===== config.mk =====
export PLATFORM = sky130hd
export DESIGN_NAME = if_id_fetch_queue
export DESIGN_NICKNAME = d
export VERILOG_FILES = /design/src/rtl/if_id_fetch_queue.sv
export SDC_FILE = /design/constraint.sdc
export NUM_CORES = 1
export LEC_CHECK = 0
export BUFFER_PORTS_ARGS = -buffer_cell sky130_fd_sc_hd__buf_2
export CELL_PAD_IN_SITES_DETAIL_PLACEMENT = 0
export CELL_PAD_IN_SITES_GLOBAL_PLACEMENT = 1
export CORE_ASPECT_RATIO = 1.2
export CORE_MARGIN = 5
export CORE_UTILIZATION = 35
export DETAILED_ROUTE_END_ITERATION = 8
export PLACE_DENSITY = 0.7
export SYNTH_ARGS = -nofsm -noshare
export SYNTH_HDL_FRONTEND = slang
export SYNTH_SLANG_ARGS = --single-unit

===== constraint.sdc =====
create_clock -name clk -period 15.15 [get_ports clk]
set_clock_uncertainty 0.15 [all_clocks]
set_input_delay 0.7575 -clock clk [delete_from_list [all_inputs] [get_ports clk]]
set_output_delay 0.7575 -clock clk [all_outputs]
set_load 0.05 [all_outputs]

===== src/rtl/if_id_fetch_queue.sv =====
// rtl/if_id_fetch_queue.sv - fetch-to-decode decoupling queue with redirect flush
module if_id_fetch_queue #(
  parameter int unsigned        DEPTH    = 2,
  parameter int unsigned        PC_W     = 64,
  parameter int unsigned        INST_W   = 32,
  parameter logic [INST_W-1:0]  NOP_INST = 'h13
) (
  input  logic                     clk,
  input  logic                     rst,
  input  logic                     flush,
  input  logic                     in_valid,
  output logic                     in_ready,
  input  logic [PC_W-1:0]          in_pc,
  input  logic [INST_W-1:0]        in_inst,
  input  logic [PC_W-1:0]          in_dnpc,
  input  logic                     in_not_jump,
  output logic                     out_valid,
  input  logic                     out_ready,
  output logic [PC_W-1:0]          out_pc,
  output logic [INST_W-1:0]        out_inst,
  output logic [PC_W-1:0]          out_dnpc,
  output logic                     out_not_jump,
  output logic [$clog2(DEPTH):0]   count,
  output logic [31:0]              stall_cnt
);

  localparam int unsigned PTR_W = $clog2(DEPTH);
  localparam int unsigned CNT_W = PTR_W + 1;
  localparam logic [CNT_W-1:0] FULL_CNT = CNT_W'(DEPTH);

  logic [PTR_W-1:0]  wr_ptr_q, wr_ptr_d;
  logic [PTR_W-1:0]  rd_ptr_q, rd_ptr_d;
  logic [CNT_W-1:0]  count_q, count_d;
  logic [31:0]       stall_q, stall_d;

  // Payload storage is deliberately left unreset; outputs are masked while empty.
  logic [PC_W-1:0]   pc_mem   [DEPTH];
  logic [INST_W-1:0] inst_mem [DEPTH];
  logic [PC_W-1:0]   dnpc_mem [DEPTH];
  logic              nj_mem   [DEPTH];

  logic push;
  logic pop;

  // Ready depends only on registered occupancy, so decode never loops back into fetch.
  assign in_ready  = (count_q != FULL_CNT);
  assign out_valid = (count_q != '0);
  assign push      = in_valid & in_ready;
  assign pop       = out_valid & out_ready;

  assign count     = count_q;
  assign stall_cnt = stall_q;

  // Next-state for pointers, occupancy and the stall counter; flush overrides push/pop.
  always_comb begin
    wr_ptr_d = wr_ptr_q;
    rd_ptr_d = rd_ptr_q;
    count_d  = count_q;
    stall_d  = stall_q;

    if (flush) begin
      wr_ptr_d = '0;
      rd_ptr_d = '0;
      count_d  = '0;
    end else begin
      if (push) wr_ptr_d = wr_ptr_q + PTR_W'(1);
      if (pop)  rd_ptr_d = rd_ptr_q + PTR_W'(1);
      case ({push, pop})
        2'b10:   count_d = count_q + CNT_W'(1);
        2'b01:   count_d = count_q - CNT_W'(1);
        default: count_d = count_q;
      endcase
    end

    // A refused fetch is counted even during a flush cycle; saturates instead of wrapping.
    if (in_valid && !in_ready && (stall_q != 32'hFFFF_FFFF)) begin
      stall_d = stall_q + 32'd1;
    end
  end

  // Control state register with asynchronous active-low reset.
  always_ff @(posedge clk or negedge rst) begin
    if (!rst) begin
      wr_ptr_q <= '0;
      rd_ptr_q <= '0;
      count_q  <= '0;
      stall_q  <= '0;
    end else begin
      wr_ptr_q <= wr_ptr_d;
      rd_ptr_q <= rd_ptr_d;
      count_q  <= count_d;
      stall_q  <= stall_d;
    end
  end

  // Payload write on an accepted push; a flush cycle writes nothing.
  always_ff @(posedge clk) begin
    if (push && !flush) begin
      pc_mem[wr_ptr_q]   <= in_pc;
      inst_mem[wr_ptr_q] <= in_inst;
      dnpc_mem[wr_ptr_q] <= in_dnpc;
      nj_mem[wr_ptr_q]   <= in_not_jump;
    end
  end

  // Head presentation: stored entry when valid, otherwise a harmless NOP bundle.
  always_comb begin
    out_pc       = '0;
    out_inst     = NOP_INST;
    out_dnpc     = '0;
    out_not_jump = 1'b0;
    if (out_valid) begin
      out_pc       = pc_mem[rd_ptr_q];
      out_inst     = inst_mem[rd_ptr_q];
      out_dnpc     = dnpc_mem[rd_ptr_q];
      out_not_jump = nj_mem[rd_ptr_q];
    end
  end

endmodule

==> out/qor.yml, run 1 <==
status: "finished, final reports clean"
cpPeakStageDelay_ns: 0.79
synth-seq-cells: 358
first_pass_iters: 4
cp-start-kind: "register"
power_uw: 2290
grt_max_degree: 78
clockBufferDepth: 3
die_w_um: 191
cp_common_cell: "buf_4"
peakVddDrop_v: 0.000126
syn_area_sq_um: 13800
drc: 0
antenna_found_initial: 6
ys_seq_area_frac: 0.766
worstPathArrival_ns: 3.77
port_buffers: 362
hold_buffers: 0
path_class: "register to output port"
drtAntennaViolNets: 0
min_period_ns: 4.68
layout-drive-gt1-share: 0.346
rsz0062_at_grt: "false"
tightest_slew_ns: 1.06
dp.cells: 1704
cp_max_fo: 77
cts_buffers: 37
slowest_stage: "buf_4"
p_leak_uw: 0.00669
avgViaCountPerCell: 4.63
hpwl_um: 22100
rows: 79
insertion_delay_ns: 0.51
timing.slew.headroom: 0.295
cts-htree-levels: 2
maxCapViolCount: 0
vias: 8211
synth_cell_types: 34
cp.required_ns: 14.24
root_buffer: "clkbuf_16"
tns_ns: 0
holdWs_ns: 0.187
drt-initial-drc-count: 423
synth_top_area_share: 0.701
end_kind: "output port"
die-height_um: 227
yosys.area.top_type: "edfxtp_1"
fmax_mhz: 214
fin_util: 0.446
cts-resized-gates: 0
area_growth_pct: 25.5
slew_viol_final: 0
place.gp.congestion: 0.752
start_util: 0.355
postSynthCellCount: 845
pwr_density_cell_nw_per_um2: 132
period_share: 0.309
yosys_warnings: 0
hold_viol_final: 0
core_region_area_sq_um: 38800
post_cts_buffers: 0
grt_pass1_vias: 8640
wl_um: 32800
synth_area_leaders: "edfxtp_1 (70%), mux2i_1 (12%), dfrtp_1 (6.5%)"
die_area_sq_um: 43500
overflow: 0
routedWlPerCell_um: 18.5
min_path_type: "input pin to asynchronous set/reset pin"
cts.sinks: 358
final_nets: 1384
grt_usage: 0.144
path_clk_slew_ns: 0.06
cts_tree: "yes"
final_cells: 1774
crit_chain: "nor2_4, buf_4, buf_4, inv_1, nand2_1, buf_2"
setup_viol: 0
grt_pass1_wl_um: 48700
synthesis.nets: 1012
io_pins: 363
syn_area_per_cell_sq_um: 16.3
## critical path, delay by kind of cell (launching register included)
family                 cells  cell delay (ns)
buffers and inverters      4             1.99
AND/OR/NAND/NOR            2             0.62
flip-flops                 1             0.46
## final cells by class
cell class              instances  area [sq um]
repair buffers                373          1890
clock inverters                11          55.1
inverters                       4          15.0
fillers                      3589         21500
diodes                          5          12.5
clock buffers                  54          1040
multi-input cells             443          3060
flip-flops and latches        358         10600
well taps                     526           658
## state kept, by name (all words and copies together) (netlist names)
register / flops
dnpc_mem: 128
pc_mem: 128
inst_mem: 64
stall_cnt: 32
count: 2
nj_mem: 2
rd_ptr_q: 1
wr_ptr_q: 1
## cells in the final DEF (no fill, tap or decap), types with 2 or more instances in the layout
master	netlist	routed
buf_4	0	11
clkbuf_16	0	39
dfrtp_1	36	35
nor2_1	169	168
edfxtp_1	322	322
a21oi_1	3	3
and3_1	9	9
and4_1	4	4
mux2i_1	161	161
clkbuf_1	21	14
nand2_1	13	13
nand3_1	12	12
buf_2	3	362
nor3b_2	1	2
nor3_1	3	2
clkinv_2	0	3
xnor2_1	26	26
xor2_1	6	6
and2_1	2	2
inv_1	4	4
nand4_1	20	20
clkinv_1	0	6
diode_2	0	5
## path summary, 6_finish.rpt
kind	from	end	slack [ns]	cells past startpoint
min in group clk	in_dnpc[17]	dnpc_mem[0][17]$_DFFE_PP_	0.28	1
max in group asynchronous	rst	rd_ptr_q$_DFFE_PN0P_	14.06	1
min reg2reg	stall_cnt[14]$_DFFE_PN0P_	stall_cnt[14]$_DFFE_PN0P_	0.33	1
max	count[0]$_DFFE_PN0P_	out_inst[4]	10.47	6
min	rst	stall_cnt[27]$_DFFE_PN0P_	0.19	1
max reg2reg	count[0]$_DFFE_PN0P_	rd_ptr_q$_DFFE_PN0P_	11.62	7
## cells in the mapped netlist (all sizes together)
cell type  count
mux2           1
or3            1
and3          10
xnor2         26
and4           4
clkbuf        21
a211oi         1
buf           19
or4            1
nor2         169
xor2           6
dfrtp         36
edfxtp       322
nand3         13
o31a           1
a21oi          3
nor3           3
o21ai          1
nand4         21
mux2i        161
nor3b          2
a31oi          1
ha             1
nor2b          1
inv            4
and2           2
a22oi          1
nand2         13
## metrics by stage
stage	cell area [sq um]	worst slack (ns)
after floorplan	13800	0.996
after global placement	16200	11.00
after detailed placement	16200	10.94
after CTS	17300	10.36
after global routing	17300	10.17
final	17300	10.47
## logic make-up after synthesis
| logic type | count (synthesis) | share of synthesized area |
|---|---|---|
| flops | 358 | 0.766 |
| simple gates | 240 | 0.0773 |
| mux | 162 | 0.118 |
| buf+inv | 44 | 0.0133 |
| xor+xnor | 32 | 0.0203 |
| compound gates | 8 | 0.00426 |
| fa+ha+maj | 1 | 0.000907 |
## report_power, final
part	switching [uW]	internal, uW
registers	15.0	1120
clock network	351	477
logic	246	81.9
total	612	1680
## per-layer routing
| layer | vias up | GRT usage | part of all wire |
|---|---|---|---|
| met5 | - | 0 | 0.00082 |
| met3 | 48 | 0.0495 | 0.076 |
| met1 | 4027 | 0.164 | 0.37 |
| li1 | 3894 | - | - |
| met4 | 4 | 0.0438 | 0.024 |
| met2 | 238 | 0.257 | 0.53 |
No activity file was read; power rests on OpenSTA's default activity.
==> inputs of run 2 (changes only) <==
- PLACE_DENSITY: 0.7 -> 0.72
- clock period: 15.15 -> 3.8 ns (I/O delays scaled with it)
==> run 2 against run 1 <==
Net effect:
- via count up 8.8%
- worst setup slack worse by 9.7 ns
- non-clock buffer count up 172
- critical path depth down 2
- die area unchanged
- first-iteration DRC count down 14%
- final cell count up 9.6%
- combinational power rose to 4.5 times the previous value
- critical path type unchanged
- global-route usage up 0.88 points
- worst hold slack worse by 0.019 ns
- largest cell class unchanged
- sequential share of layout area down 6.1 points
==> out/qor.yml, run 2 (same netlist as run 1, synthesis figures left out) <==
start_util: 0.355
path_buf_inv: 2
cp_max_fo: 49
die_area_sq_um: 43500
cts_tree: "yes"
setup_viol: 0
multi_input_area_sq_um: 3090
dp.cells: 1710
overflow: 0
path_class: "register to output port"
min_period_ns: 2.98
rsz0062_at_grt: "false"
clockBufferDepth: 3
r2r_cells: 5
vias: 8935
p_leak_uw: 0.00749
path_clk_slew_ns: 0.06
cp-start-kind: "register"
cpPeakStageDelay_ns: 1.05
ff_latch_area_sq_um: 10600
pwr_density_cell_nw_per_um2: 498
period_share: 0.785
port_buffers: 362
cts.sinks: 358
post_cts_buffers: 0
fin_util: 0.495
cp.required_ns: 3.46
layout_common_cells: "buf_2 (362), edfxtp_1 (322), nor2_1 (168)"
cts_buffers: 38
peakVddDrop_v: 0.000360
drt-initial-drc-count: 362
grt_pass1_wl_um: 52100
timing.slew.headroom: 0.349
routedWlPerCell_um: 17.8
cts-htree-levels: 2
insertion_delay_ns: 0.51
io_pins: 363
final_nets: 1557
final_cells: 1945
reg2reg_slack_ns: 1.51
fmax_mhz: 335
area_growth_pct: 39.3
grt_max_degree: 103
drtAntennaViolNets: 0
layout-drive-gt1-share: 0.315
wl_um: 34700
root_buffer: "clkbuf_16"
end_kind: "output port"
drc: 0
first_pass_iters: 4
slowest_stage: "dfrtp_4"
dp_slack_ns: 1.32
place.gp.congestion: 0.798
path_delay_family: "flip-flops"
grt_usage: 0.153
antenna_found_initial: 5
crit_start: "rd_ptr_q$_DFFE_PN0P_"
worst_r2r_endpoint: "pc_mem[1][43]$_DFFE_PP_"
fin_ws_ns: 0.816
avgViaCountPerCell: 4.59
tightest_slew_ns: 0.977
slew_viol_final: 0
worstPathArrival_ns: 2.64
hpwl_um: 22700
rows: 79
min_path_type: "input pin to asynchronous set/reset pin"
crit_chain: "buf_4, mux2i_1, nor2_1, buf_2"
mostFrequentLayoutCell: "buf_2"
nFillCells: 3374
die_w_um: 191
maxCapViolCount: 0
reg2reg_from: "count[1]$_DFFE_PN0P_"
die-height_um: 227
grt_pass1_vias: 9389
status: "finished, final reports clean"
hold_viol_final: 0
reg_top3: "dnpc_mem: 128 flops, pc_mem: 128 flops, inst_mem: 64 flops"
core_region_area_sq_um: 38800
## run 2: repair_timing
item | 4_1_cts | 5_1_grt
setup endpoints to repair | 0 | 0
hold buffers | 166 | 0
hold endpoints to repair | 362 | 0
gates resized for setup | 0 | 0
## run 2: layout make-up
type	instances	area share
Timing Repair Buffer	545	0.191
Antenna cell	3	0.000391
Sequential cell	358	0.550
Clock inverter	21	0.0102
Clock buffer	45	0.0520
Inverter	4	0.00104
Tap cell	526	0.0342
Multi-Input combinational cell	443	0.161
## run 2: through the flow
step           hold slack (ns)  setup TNS [ns]  total power [uW]  area, sq um
3_5_place_dp             0.203               0              5970        16400
4_1_cts                  0.179               0              9700        19200
2_1_floorplan           -0.256         -533.35              5540        13800
3_3_place_gp             0.193               0              5950        16400
6_report                 0.168               0              9570        19200
5_1_grt                  0.217               0              9930        19200
## run 2: worst reg2reg max path, stage by stage, from the launching register on
cell and delay [ns]:
dfrtp_2 0.45, nor2b_4 0.17, inv_6 0.06, nand2_4 0.07, nor3b_4 0.24, buf_4 0.69
## run 2: routing by layer
metal	track usage	wire [um]	vias up
li1	-	-	4228
met4	0.0681	1490	4
met3	0.0359	2060	82
met2	0.271	17900	287
met1	0.177	13300	4334
met5	0	27	-
## run 2: worst max path at each step
stage	endpoint	slack, ns	cells past startpoint
after floorplan	dnpc_mem[1][0]$_DFFE_PP_	-1.79	4
after global placement	out_dnpc[46]	1.27	4
after detailed placement	out_dnpc[46]	1.32	4
after CTS	out_dnpc[46]	0.75	4
after global routing	out_dnpc[46]	0.69	4
final	out_dnpc[46]	0.82	4
## run 2: report_power, final
part | switching, uW | total, uW | internal (uW)
clock | 1480 | 3560 | 2080
combinational | 1000 | 1460 | 459
sequential | 78.8 | 4550 | 4470
